--- src/rtl/stack_id_pkg.sv ---
// Shared types and frame layout helpers for 3D-stack die ID enumeration.
package stack_id_pkg;

  typedef enum logic [2:0] {
    S_IDLE     = 3'd0,
    S_RX_ID    = 3'd1,
    S_TX       = 3'd2,
    S_WAIT_ACK = 3'd3,
    S_DONE     = 3'd4,
    S_FAIL     = 3'd5
  } state_t;

  localparam logic [3:0]  FRAME_HDR = 4'hA;
  localparam int unsigned SYNC_W    = 16;

  // Field offsets: sync | src id | dst id | power | header
  function automatic int unsigned src_lsb();
    return SYNC_W;
  endfunction

  function automatic int unsigned dst_lsb(input int unsigned id_w);
    return SYNC_W + id_w;
  endfunction

  function automatic int unsigned pwr_lsb(input int unsigned id_w);
    return SYNC_W + 2 * id_w;
  endfunction

  function automatic int unsigned hdr_lsb(input int unsigned id_w, input int unsigned pwr_w);
    return SYNC_W + 2 * id_w + pwr_w;
  endfunction

endpackage

--- src/rtl/stack_id_enum_if.sv ---
// Inter-die frame link: receive path plus valid/ready transmit path.
interface stack_id_enum_if #(
  parameter int unsigned DATA_W = 32
) ();

  logic              rx_valid;
  logic [DATA_W-1:0] data_in;
  logic              tx_ready;
  logic              tx_valid;
  logic [DATA_W-1:0] data_out;

  // master: link side feeding the enumerator; slave: the enumerator itself
  modport master (
    output rx_valid, data_in, tx_ready,
    input  tx_valid, data_out
  );

  modport slave (
    input  rx_valid, data_in, tx_ready,
    output tx_valid, data_out
  );

endinterface

--- src/rtl/stack_id_timer.sv ---
// Clearable ack-wait cycle counter with terminal count at TIMEOUT-1.
module stack_id_timer #(
  parameter int unsigned TIMEOUT = 20
) (
  input  logic div_8_clk,
  input  logic rst_n,
  input  logic clr,
  input  logic en,
  output logic tc_c
);

  localparam int unsigned CNT_W = $clog2(TIMEOUT + 1);

  logic [CNT_W-1:0] count_q;

  assign tc_c = (count_q == CNT_W'(TIMEOUT - 1));

  // Counter parks at terminal count until cleared
  always_ff @(posedge div_8_clk or negedge rst_n) begin
    if (!rst_n) begin
      count_q <= '0;
    end else if (clr) begin
      count_q <= '0;
    end else if (en && !tc_c) begin
      count_q <= count_q + CNT_W'(1);
    end
  end

endmodule

--- src/rtl/stack_id_enum.sv ---
// Die ID enumeration for a TSV stack: receive own ID from below, announce the
// next ID upward with ramping drive power, and detect top-of-stack or conflicts.
module stack_id_enum
  import stack_id_pkg::*;
#(
  parameter int unsigned ID_W    = 4,
  parameter int unsigned PWR_W   = 4,
  parameter int unsigned DATA_W  = 32,
  parameter int unsigned TIMEOUT = 20,
  parameter logic [15:0] SYNC    = 16'hBEEF
) (
  input  logic             div_8_clk,
  input  logic             rst_n,
  input  logic             f_layer,
  input  logic             restart,
  stack_id_enum_if.slave   bus,
  output logic [ID_W-1:0]  chip_id,
  output logic [PWR_W-1:0] power_value,
  output logic [PWR_W-1:0] retry_cnt,
  output logic             sort_finish,
  output logic             is_top,
  output logic             sort_fail
);

  localparam int unsigned SRC_LSB = src_lsb();
  localparam int unsigned DST_LSB = dst_lsb(ID_W);
  localparam int unsigned PWR_LSB = pwr_lsb(ID_W);
  localparam int unsigned HDR_LSB = hdr_lsb(ID_W, PWR_W);

  state_t            state_q, state_d;
  logic [ID_W-1:0]   chip_id_d;
  logic [PWR_W-1:0]  power_d;
  logic [PWR_W-1:0]  retry_d;
  logic              is_top_d;
  logic              enter_tx;
  logic              tx_valid_q;
  logic [DATA_W-1:0] data_out_q;

  logic              rx_match;
  logic [ID_W-1:0]   rx_src;
  logic [ID_W-1:0]   rx_dst;
  logic [ID_W-1:0]   id_next;
  logic              tmr_en;
  logic              tmr_clr;
  logic              tmr_tc;
  logic              unused_rx_bits;

  function automatic logic [DATA_W-1:0] build_frame(input logic [ID_W-1:0]  id,
                                                    input logic [PWR_W-1:0] pwr);
    logic [DATA_W-1:0] f;
    f                    = '0;
    f[SYNC_W-1:0]        = SYNC;
    f[SRC_LSB +: ID_W]   = id;
    f[DST_LSB +: ID_W]   = id + ID_W'(1);
    f[PWR_LSB +: PWR_W]  = pwr;
    f[HDR_LSB +: 4]      = FRAME_HDR;
    return f;
  endfunction

  assign rx_match       = bus.rx_valid && (bus.data_in[SYNC_W-1:0] == SYNC);
  assign rx_src         = bus.data_in[SRC_LSB +: ID_W];
  assign rx_dst         = bus.data_in[DST_LSB +: ID_W];
  assign id_next        = chip_id + ID_W'(1);
  assign unused_rx_bits = ^bus.data_in;

  assign tmr_en  = (state_q == S_WAIT_ACK);
  assign tmr_clr = (state_q != S_WAIT_ACK);

  stack_id_timer #(
    .TIMEOUT (TIMEOUT)
  ) u_timer (
    .div_8_clk (div_8_clk),
    .rst_n     (rst_n),
    .clr       (tmr_clr),
    .en        (tmr_en),
    .tc_c      (tmr_tc)
  );

  // Next-state and next-register values
  always_comb begin
    state_d   = state_q;
    chip_id_d = chip_id;
    power_d   = power_value;
    retry_d   = retry_cnt;
    is_top_d  = is_top;
    enter_tx  = 1'b0;

    if (restart) begin
      state_d   = S_IDLE;
      chip_id_d = '0;
      power_d   = '0;
      retry_d   = '0;
      is_top_d  = 1'b0;
    end else begin
      case (state_q)
        S_IDLE: begin
          if (f_layer) begin
            chip_id_d = ID_W'(1);
            enter_tx  = 1'b1;
          end else begin
            state_d = S_RX_ID;
          end
        end
        S_RX_ID: begin
          if (rx_match) begin
            chip_id_d = rx_dst;
            if ((rx_dst == '0) || (rx_dst == '1)) state_d = S_FAIL;
            else                                  enter_tx = 1'b1;
          end
        end
        S_TX: begin
          if (bus.tx_ready) state_d = S_WAIT_ACK;
        end
        S_WAIT_ACK: begin
          // A frame arriving on the terminal cycle wins over the timeout
          if (rx_match) begin
            if (rx_src == id_next) begin
              state_d  = S_DONE;
              is_top_d = 1'b0;
            end else begin
              state_d = S_FAIL;
            end
          end else if (tmr_tc) begin
            if (power_value == '1) begin
              state_d  = S_DONE;
              is_top_d = 1'b1;
            end else begin
              if (retry_cnt != '1) retry_d = retry_cnt + PWR_W'(1);
              enter_tx = 1'b1;
            end
          end
        end
        S_DONE, S_FAIL: begin
          state_d = state_q;
        end
        default: begin
          state_d = S_IDLE;
        end
      endcase

      // An all-ones ID has no successor to announce
      if (enter_tx) begin
        if (chip_id_d == '1) begin
          state_d = S_FAIL;
        end else begin
          state_d = S_TX;
          if (power_value != '1) power_d = power_value + PWR_W'(1);
        end
      end
    end
  end

  // State and registered outputs, decoded from next state
  always_ff @(posedge div_8_clk or negedge rst_n) begin
    if (!rst_n) begin
      state_q     <= S_IDLE;
      chip_id     <= '0;
      power_value <= '0;
      retry_cnt   <= '0;
      is_top      <= 1'b0;
      sort_finish <= 1'b0;
      sort_fail   <= 1'b0;
      tx_valid_q  <= 1'b0;
      data_out_q  <= '0;
    end else begin
      state_q     <= state_d;
      chip_id     <= chip_id_d;
      power_value <= power_d;
      retry_cnt   <= retry_d;
      is_top      <= is_top_d;
      sort_finish <= (state_d == S_DONE);
      sort_fail   <= (state_d == S_FAIL);
      tx_valid_q  <= (state_d == S_TX);
      data_out_q  <= (state_d == S_TX) ? build_frame(chip_id_d, power_d) : '0;
    end
  end

  assign bus.tx_valid = tx_valid_q;
  assign bus.data_out = data_out_q;

endmodule

--- src/flat_wrapper.sv ---
// flat-port wrapper written by rule: the top's interface ports become plain ports
module stack_id_enum_flat import stack_id_pkg::*;
#(
  parameter int unsigned ID_W    = 4,
  parameter int unsigned PWR_W   = 4,
  parameter int unsigned DATA_W  = 32,
  parameter int unsigned TIMEOUT = 20,
  parameter logic [15:0] SYNC    = 16'hBEEF
)
  (div_8_clk, rst_n, f_layer, restart, chip_id, power_value, retry_cnt, sort_finish, is_top, sort_fail, bus_rx_valid, bus_data_in, bus_tx_ready, bus_tx_valid, bus_data_out);
  stack_id_enum_if #(.DATA_W(DATA_W)) bus_i ();
  input  logic div_8_clk;
  input  logic rst_n;
  input  logic f_layer;
  input  logic restart;
  output logic [ID_W-1:0] chip_id;
  output logic [PWR_W-1:0] power_value;
  output logic [PWR_W-1:0] retry_cnt;
  output logic sort_finish;
  output logic is_top;
  output logic sort_fail;
  input wire logic [$bits(bus_i.rx_valid)-1:0] bus_rx_valid;
  input wire logic [$bits(bus_i.data_in)-1:0] bus_data_in;
  input wire logic [$bits(bus_i.tx_ready)-1:0] bus_tx_ready;
  output wire logic [$bits(bus_i.tx_valid)-1:0] bus_tx_valid;
  output wire logic [$bits(bus_i.data_out)-1:0] bus_data_out;
  assign bus_i.rx_valid = bus_rx_valid;
  assign bus_i.data_in = bus_data_in;
  assign bus_i.tx_ready = bus_tx_ready;
  assign bus_tx_valid = bus_i.tx_valid;
  assign bus_data_out = bus_i.data_out;
  stack_id_enum #(.ID_W(ID_W), .PWR_W(PWR_W), .DATA_W(DATA_W), .TIMEOUT(TIMEOUT), .SYNC(SYNC)) u_core (.div_8_clk(div_8_clk), .rst_n(rst_n), .f_layer(f_layer), .restart(restart), .bus(bus_i), .chip_id(chip_id), .power_value(power_value), .retry_cnt(retry_cnt), .sort_finish(sort_finish), .is_top(is_top), .sort_fail(sort_fail));
endmodule
--- config.mk ---
export PLATFORM = sky130hd
export DESIGN_NAME = stack_id_enum_flat
export DESIGN_NICKNAME = d
export VERILOG_FILES = /design/src/rtl/stack_id_pkg.sv /design/src/rtl/stack_id_enum_if.sv /design/src/rtl/stack_id_timer.sv /design/src/rtl/stack_id_enum.sv /design/src/flat_wrapper.sv
export SDC_FILE = /design/constraint.sdc
export NUM_CORES = 1
export LEC_CHECK = 0
export BUFFER_PORTS_ARGS = -buffer_cell sky130_fd_sc_hd__clkbuf_2
export CAP_MARGIN = 10
export CORE_MARGIN = 5
export CORE_UTILIZATION = 36
export DETAILED_ROUTE_END_ITERATION = 8
export GPL_ROUTABILITY_DRIVEN = 0
export PLACE_DENSITY_LB_ADDON = 0.3
export SETUP_SLACK_MARGIN = 0.02
export SLEW_MARGIN = 20
export SYNTH_ARGS = -nofsm -noshare
export SYNTH_HDL_FRONTEND = slang
export SYNTH_HIERARCHICAL = 1
export SYNTH_SLANG_ARGS = --single-unit
--- constraint.sdc ---
create_clock -name div_8_clk -period 2.6 [get_ports div_8_clk]
set_input_delay 0 -clock div_8_clk [delete_from_list [all_inputs] [get_ports div_8_clk]]
set_output_delay 0 -clock div_8_clk [all_outputs]
set_load 0.005 [all_outputs]
==> results.cfg, run 1 <==
[setup_path]
worstPathRequired_ns = 2.73
setup.worst_path.start_class = register
crit_type = reg2reg
rr_worst_depth = 6
end_kind = register
reg2reg_slack_ns = 0.08
worstPathArrival_ns = 2.66
path_max_fanout = 8

[synth]
netlist_instances = 227
synth_top_flop_cell = dfrtp_1
synthArstFlopShare = 1.00
ys_warn_count = 6
ys_types = 55
synth_area_per_cell_um2 = 9.97
synth_edf_count = 0
ys_seq_elements = 36
ys_seq_area_frac = 0.398
synth_area_um2 = 2260

[die]
die_area_um2 = 7970
die_x_um = 89.3
start_util = 0.376
dieHeight_um = 89.3
placementRows = 28
core_area_um2 = 6030
ios = 86

[global_routing]
gr-total-overflow = 0
grt_pass1_wl_mm = 8.48
antenna_found_initial = 0
grt_max_degree = 37
grt_pass1_vias = 1831
track_usage = 0.137

[placed_design]
dp.cells = 368
io_buffers = 72
dp_hpwl_mm = 4.15

[sta]
hold_violations = 0
setup_violations = 0
maxSlewViolCount = 0
rsz0062_at_grt = true
post-route-period-util = 0.971
tns_ns = 0
fin_worst_skew_ns = 0.00613
max_freq_ghz = 0.396
relSlewSlack = 0.394
fin_crit_ns = 2.52
worst_slew_pin_slew_ns = 0.908

[finish]
finalNetCount = 345
syn2layout_area_growth_pct = 27.0
fin_cells = 378
num_antenna_cells = 0
layout-drive-gt1-share = 0.406

[clock_tree]
cts_root_buf = clkbuf_8
max-clock-path-buffers = 2
cts_sinks = 36
clkSlewWorstSetupHoldPaths_ns = 0.07
clk_latency_ns = 0.28
cts.htree.levels = 2
cts_tree = built
cts_buffers = 5

[outcome]
status = completed

[detailed_routing]
ant_nets = 0
vias = 1861
routed_wl_mm = 5.38
drc_errors = 0
drtPass1Iterations = 4
wl_per_cell_um = 14.2
vias_per_cell = 4.92
drt_iter0_drc = 54

[power]
powerDensity_nw_per_um2 = 539
p_leak_nw = 1.36
power_mw = 1.55
ir_drop_uv = 359

[hold_path]
whs_path_depth = 3
hp-class = in2reg

[flow_run]
cap_viol_max_count = 0
-- placed cells by master, fill, tap and decap left out, types with 2 or more instances in the layout --
master,count
xnor2_1,5
buf_4,16
or3_1,2
a31oi_1,4
o21ai_0,8
nand2b_1,3
clkbuf_8,7
mux2i_1,5
inv_1,6
a21oi_1,9
and3_1,4
dfrtp_1,36
or4_4,2
ha_1,5
nor2_1,20
clkbuf_2,72
nor3_1,7
a211oi_2,4
nor3b_1,3
conb_1,5
nand3_1,8
nor3_2,4
xor2_1,5
nand4_1,9
nor3b_2,2
a211oi_1,4
a2111oi_4,2
nor2b_1,4
and2_1,4
buf_12,2
nand2_1,7
-- flip-flops by register name (all words and copies together), names as in the netlist --
register                count
u_core/state_q              3
u_core/chip_id              4
u_core/is_top               1
u_core/power_value          4
u_core/u_timer/count_q      5
u_core/sort_finish          1
u_core/retry_cnt            4
u_core/sort_fail            1
u_core/bus.data_out        13
-- power by group --
part	total [mW]	switching [mW]	internal, mW
clock	0.536	0.198	0.338
combinational	0.395	0.206	0.189
sequential	0.619	0.0308	0.588
-- per-stage QoR --
stage               worst slack, ns  hold slack [ns]  cell area [um2]  utilization
finish                       0.0762          0.00789             2870        0.477
global route                 0.0115           0.0193             2870        0.477
CTS                          0.0422          0.00401             2830        0.470
detailed placement           0.0580            0.178             2690        0.447
global placement             0.0881            0.176             2690        0.447
floorplan                     0.179           -0.296             2280            -
-- layer usage --
layer | wire length (um) | part of all wire | GRT usage
met4 | 63 | 0.012 | 0.0311
met3 | 318 | 0.059 | 0.0378
met5 | 0 | 0 | 0
met1 | 2250 | 0.42 | 0.155
met2 | 2750 | 0.51 | 0.253
-- logic make-up (layout without fill, tap and decap cells) --
family | count (synthesis) | after routing | share of synthesized area
AOI/OAI and AO/OA | 42 | 42 | 0.149
xor gates and xnor gates | 11 | 11 | 0.0492
adders and majority gates | 5 | 5 | 0.0276
buffers and inverters | 33 | 105 | 0.0945
DFF | 36 | 36 | 0.398
muxes | 6 | 6 | 0.0271
other | 1 | 5 | 0.00166
and+or+nand+nor | 93 | 93 | 0.253
-- final cells by class --
| cell class | instances | area (um2) |
|---|---|---|
| fill | 591 | 3150 |
| multi-input combinational | 162 | 1200 |
| sequential | 36 | 901 |
| timing repair buffer | 91 | 531 |
| clock buffer | 7 | 96.3 |
| tap | 75 | 93.8 |
| clock inverter | 1 | 30.0 |
| inverter | 6 | 22.5 |
-- critical path: stages (launching register included) --
cell and delay, ns:
dfrtp_1 0.41, or2_4 0.24, or4_4 0.52, or4_4 0.57, buf_12 0.16, a2111oi_4 0.38
nor3_1 0.09
-- what timing repair did --
item                       4_1_cts  5_1_grt
setup endpoints to repair        0       10
setup buffers                    0        1
hold buffers                     1        0
gates resized for setup          0        7
hold endpoints to repair        36        0
-- cell usage after synthesis (5+ instances only) --
cell type	instances	area [um2]
dfrtp_1	36	901
buf_4	20	150
nor2_1	20	75.1
a21oi_1	9	45.0
nand4_1	9	56.3
nand2_1	8	30.0
nand3_1	8	40.0
o21ai_0	8	40.0
nor3_1	7	35.0
a211oi_1	6	45.0
inv_1	6	22.5
clkbuf_1	5	18.8
ha_1	5	62.6
mux2i_1	5	50.1
xnor2_1	5	43.8
xor2_1	5	43.8
-- final timing paths --
path	from	to
max	u_core/state_q[1]	u_core/power_value[2]
min	bus_data_in[22]	u_core/bus.data_out[18]
max reg2reg	u_core/state_q[1]	u_core/power_value[2]
min reg2reg	u_core/u_timer/count_q[4]	u_core/u_timer/count_q[4]
max in group asynchronous	rst_n	u_core/u_timer/count_q[4]
min in group asynchronous	rst_n	u_core/bus.data_out[18]
(Power assumes the default switching activity.)
==> run 2: changes to the inputs <==
- PLACE_DENSITY: not set -> 0.73
- PLACE_DENSITY_LB_ADDON: 0.3 -> not set
==> run 2 against run 1 <==
Routed wire length rose by 4.6%; worst hold slack gained 0.011 ns; flip-flop and latch count unchanged; global-route usage up 0.60 points; sequential share of layout area shrank 0.23 points; maximum frequency is 2.0% lower; via count up 3.6%; non-clock buffer count grew 2; register-to-register slack lost 0.05 ns; setup slack got worse by 0.052 ns; critical path type unchanged.
==> results.cfg, run 2 (synthesis gave the netlist of run 1 again) <==
[flow_run]
cap_viol_max_count = 0

[clock_tree]
cts_buffers = 5
clkSlewWorstSetupHoldPaths_ns = 0.07
clk_latency_ns = 0.28
cts_sinks = 36
cts.htree.levels = 2
max-clock-path-buffers = 2
cts_tree = built
cts_root_buf = clkbuf_8

[setup_path]
worstPathRequired_ns = 2.77
rr_worst_depth = 7
worstPathArrival_ns = 2.75
path_max_fanout = 8
end_kind = register
crit_type = reg2reg
setup.worst_path.start_class = register

[finish]
layout_common_cells = clkbuf_2 (72), dfrtp_1 (36), buf_4 (18), nor2_1 (18), nand4_1 (9)
finalNetCount = 347
syn2layout_area_growth_pct = 27.9
fin_cells = 379
fillers = 579
largest_reg_flops = 13
num_antenna_cells = 0
layout-drive-gt1-share = 0.431
mostFrequentLayoutCell = clkbuf_2
stdcell_area_um2 = 2900
fin_util = 0.480

[power]
combPwrFrac = 0.301
pwr-share-clk = 0.262
powerDensity_nw_per_um2 = 489
ir_drop_uv = 248
seq_power_share = 0.438
power.switching_uw = 443
p_sw_frac = 0.313
internal_power_uw = 974
p_leak_nw = 1.36

[sta]
rsz0062_at_grt = true
holdWs_ns = 0.0187
tns_ns = 0
post-route-period-util = 0.991
max_freq_ghz = 0.388
fin_crit_ns = 2.58
relSlewSlack = 0.402
maxSlewViolCount = 0
fin_worst_skew_ns = 0.00757
setup_violations = 0
worst_slew_pin_slew_ns = 0.898
hold_violations = 0

[die]
dieHeight_um = 89.3
core_area_um2 = 6030
ios = 86
die_x_um = 89.3
placementRows = 28
start_util = 0.376
die_area_um2 = 7970

[detailed_routing]
ant_nets = 0
drt_iter0_drc = 83
routed_wl_mm = 5.63
vias_per_cell = 5.09
wl_per_cell_um = 14.8
drtPass1Iterations = 4
drc_errors = 0
vias = 1928

[outcome]
status = completed

[hold_path]
whs_path_depth = 3
hp-class = in2reg

[global_routing]
antenna_found_initial = 0
gr-total-overflow = 0
grt_max_degree = 37
track_usage = 0.143
grt_pass1_wl_mm = 8.72
grt_pass1_vias = 1853

[placed_design]
io_buffers = 72
dpl_cell_area_um2 = 2690
dp.cells = 368
dp_hpwl_mm = 4.19
[run 2: power groups by stage]
stage | registers (mW) | logic [mW] | clock network (mW)
after floorplan | 0.632 | 0.244 | 0
after global placement | 0.627 | 0.367 | 0
after detailed placement | 0.629 | 0.372 | 0
after CTS | 0.618 | 0.376 | 0.384
after global routing | 0.626 | 0.471 | 0.410
final | 0.621 | 0.426 | 0.371
[run 2: critical path: stages (launching register included)]
cell and delay (ns):
dfrtp_1 0.41, or2_1 0.27, or4_4 0.55, or4_4 0.59, buf_12 0.17, nor2_4 0.10, a211oi_4 0.05, a2111oi_4 0.33
[run 2: metrics by stage]
step           setup WS (ns)  total power [mW]
2_1_floorplan          0.179             0.876
6_report              0.0245              1.42
5_1_grt              -0.0732              1.51
3_5_place_dp          0.0600              1.00
4_1_cts               0.0228              1.38
3_3_place_gp          0.0887             0.994
[run 2: repair_timing]
item	4_1_cts	5_1_grt
hold endpoints to repair	36	0
resized for setup	0	19
setup buffers	0	4
hold buffers	1	0
setup endpoints to repair	0	19
[run 2: area by class of cell]
type / instances / area, um2 / area share
Tap cell: 75 / 93.8 / 0.0324
Clock buffer: 6 / 72.6 / 0.0251
Inverter: 6 / 22.5 / 0.00778
Timing Repair Buffer: 93 / 546 / 0.188
Clock inverter: 1 / 5.00 / 0.00173
Sequential cell: 36 / 901 / 0.311
Multi-Input combinational cell: 162 / 1250 / 0.433
[run 2: routing by layer]
metal | GRT usage | wire length [um]
met1 | 0.182 | 2320
met2 | 0.242 | 2910
met3 | 0.0323 | 350
met4 | 0.0406 | 49
met5 | 0 | 0
[run 2: worst paths after layout]
check	start	end	slack, ns
max	u_core/state_q[2]	u_core/bus.data_out[27]	0.02
min	bus_data_in[22]	u_core/bus.data_out[18]	0.02
max reg2reg	u_core/state_q[2]	u_core/bus.data_out[27]	0.02
min reg2reg	u_core/u_timer/count_q[4]	u_core/u_timer/count_q[4]	0.55
max in group asynchronous	rst_n	u_core/bus.data_out[23]	1.67
min in group asynchronous	rst_n	u_core/state_q[1]	0.37
==> run 3: changes to the inputs <==
- MAX_ROUTING_LAYER: not set -> met4
- PLACE_DENSITY: 0.73 -> 0.61
- clock period: 2.6 -> 2.43 ns (I/O delays scaled with it)
==> run 3 against run 2 <==
Via count up 2.9%; sequential share of layout area down 0.86 points; setup slack worse by 0.0020 ns; worst hold slack better by 0.093 ns; flip-flop and latch count unchanged; critical path depth down 2; critical endpoint unchanged; core utilization up 1.4 points; maximum frequency up 7.0%.
==> results.cfg, run 3 (synthesis gave the netlist of run 1 again) <==
[outcome]
status = completed

[global_routing]
grt_max_degree = 37
grt_pass1_vias = 1848
gr-total-overflow = 0
antenna_found_initial = 0
track_usage = 0.145
grt_pass1_wl_mm = 8.60

[die]
start_util = 0.376
core_area_um2 = 6030
placementRows = 28
die_x_um = 89.3
dieHeight_um = 89.3
die_area_um2 = 7970
ios = 86

[power]
ir_drop_uv = 229
power_mw = 1.62
p_leak_nw = 1.42
powerDensity_nw_per_um2 = 542

[clock_tree]
cts.htree.levels = 2
clkSlewWorstSetupHoldPaths_ns = 0.09
clk_latency_ns = 0.30
max-clock-path-buffers = 2
cts_sinks = 36
cts_tree = built
cts_buffers = 5
cts_root_buf = clkbuf_8

[finish]
multi_input_area_um2 = 1250
finalNetCount = 359
layout_common_cells = clkbuf_2 (72), dfrtp_1 (36), buf_4 (28), nor2_1 (20)
layout-drive-gt1-share = 0.438
syn2layout_area_growth_pct = 31.6
final-seq-area_um2 = 901
stdcell_area_um2 = 2980
mostFrequentLayoutCell = clkbuf_2
num_antenna_cells = 0
fillers = 596
largest_reg_flops = 13

[placed_design]
dpl_cell_area_um2 = 2740
dp_hpwl_mm = 4.33
pre_cts_ws_ns = 0.0320
io_buffers = 72

[setup_path]
worstPathRequired_ns = 2.63
crit_buf_inv = 0
path_delay_family = simple AND/OR/NAND/NOR gates
critPathMostFrequentCell = or4_4
crit_chain = or2_1, or4_4, or4_4, o211a_4, a2111oi_4
crit_type = reg2reg
end_kind = register
rr_worst_depth = 5
path_max_fanout = 6
max_stage_delay_ns = 0.60
slowest_stage = or4_4
r2r-start = u_core/state_q[2]
timing.rr.end = u_core/bus.data_out[27]
setup.worst_path.start_class = register
worstPathArrival_ns = 2.61
reg2reg_slack_ns = 0.02

[detailed_routing]
ant_nets = 0
wl_per_cell_um = 14.7
drc_errors = 0
drtPass1Iterations = 4
drt_iter0_drc = 66
vias = 1984
routed_wl_mm = 5.74
vias_per_cell = 5.06

[hold_path]
hold-path-endpoint = u_core/chip_id[3]
min_from = bus_data_in[23]
hp-class = in2reg
whs_path_depth = 3

[sta]
relSlewSlack = 0.400
worst_slew_pin_slew_ns = 0.900
setup_violations = 0
fin_worst_skew_ns = 0.0154
hold_violations = 0
post-route-period-util = 0.991
setup_ws_ns = 0.0225
max_freq_ghz = 0.415
rsz0062_at_grt = true
holdWs_ns = 0.112
maxSlewViolCount = 0
fin_crit_ns = 2.41
tns_ns = 0

[flow_run]
cap_viol_max_count = 0
run 3: cell count changes in the layout (fill, tap and decap cells not counted), sizes merged:
cell / previous run / this run
buf: 20 / 30
clkinv: 1 / 2
dlygate4sd3: 1 / 2
or4: 3 / 4
run 3: worst register-to-register path, stage by stage (launching register included):
cell       delay [ns]
dfrtp_1          0.39
or2_1            0.25
or4_4            0.54
or4_4            0.60
o211a_4          0.22
a2111oi_4        0.32
run 3: stage by stage:
stage / util / instances
6_report: 0.494 / 392
5_1_grt: 0.494 / 392
4_1_cts: 0.475 / 388
3_5_place_dp: 0.455 / 378
3_3_place_gp: 0.455 / 378
2_1_floorplan: - / 231
run 3: where the power goes:
part | total (mW) | internal (mW) | switching, mW
Clock | 0.456 | 0.227 | 0.229
Sequential | 0.658 | 0.629 | 0.0291
Combinational | 0.501 | 0.251 | 0.250
run 3: final cells by class:
class	instances	area share
multi-input combinational	163	0.420
clock buffer	6	0.0277
inverter	6	0.00756
sequential	36	0.303
clock inverter	2	0.00336
timing repair buffer	104	0.207
tap	75	0.0315
run 3: worst max path at each step:
stage	startpoint	to	slack, ns	cells past startpoint
after CTS	u_core/state_q[2]	u_core/bus.data_out[27]	0.02	5
final	u_core/state_q[2]	u_core/bus.data_out[27]	0.02	5
after floorplan	u_core/state_q[1]	u_core/bus.data_out[27]	0.05	6
after global routing	u_core/state_q[2]	u_core/bus.data_out[27]	-0.04	5
after detailed placement	u_core/state_q[1]	u_core/bus.data_out[19]	0.03	6
after global placement	u_core/state_q[1]	u_core/bus.data_out[27]	0.03	5
run 3: repair_timing:
item,CTS,global route
endpoints found under the hold margin,37,0
resized for setup,1,17
pin swaps,1,3
endpoints found under the setup margin,3,19
hold buffers,2,0
gates cloned,0,1
buffers inserted,0,3
run 3: per-layer routing:
metal	up-vias	GRT usage	part of all wire	wire [um]
li1	979	-	-	-
met1	956	0.179	0.43	2450
met2	45	0.240	0.51	2940
met3	4	0.0313	0.053	306
met4	0	0.0406	0.0080	46
met5	-	-	0	0
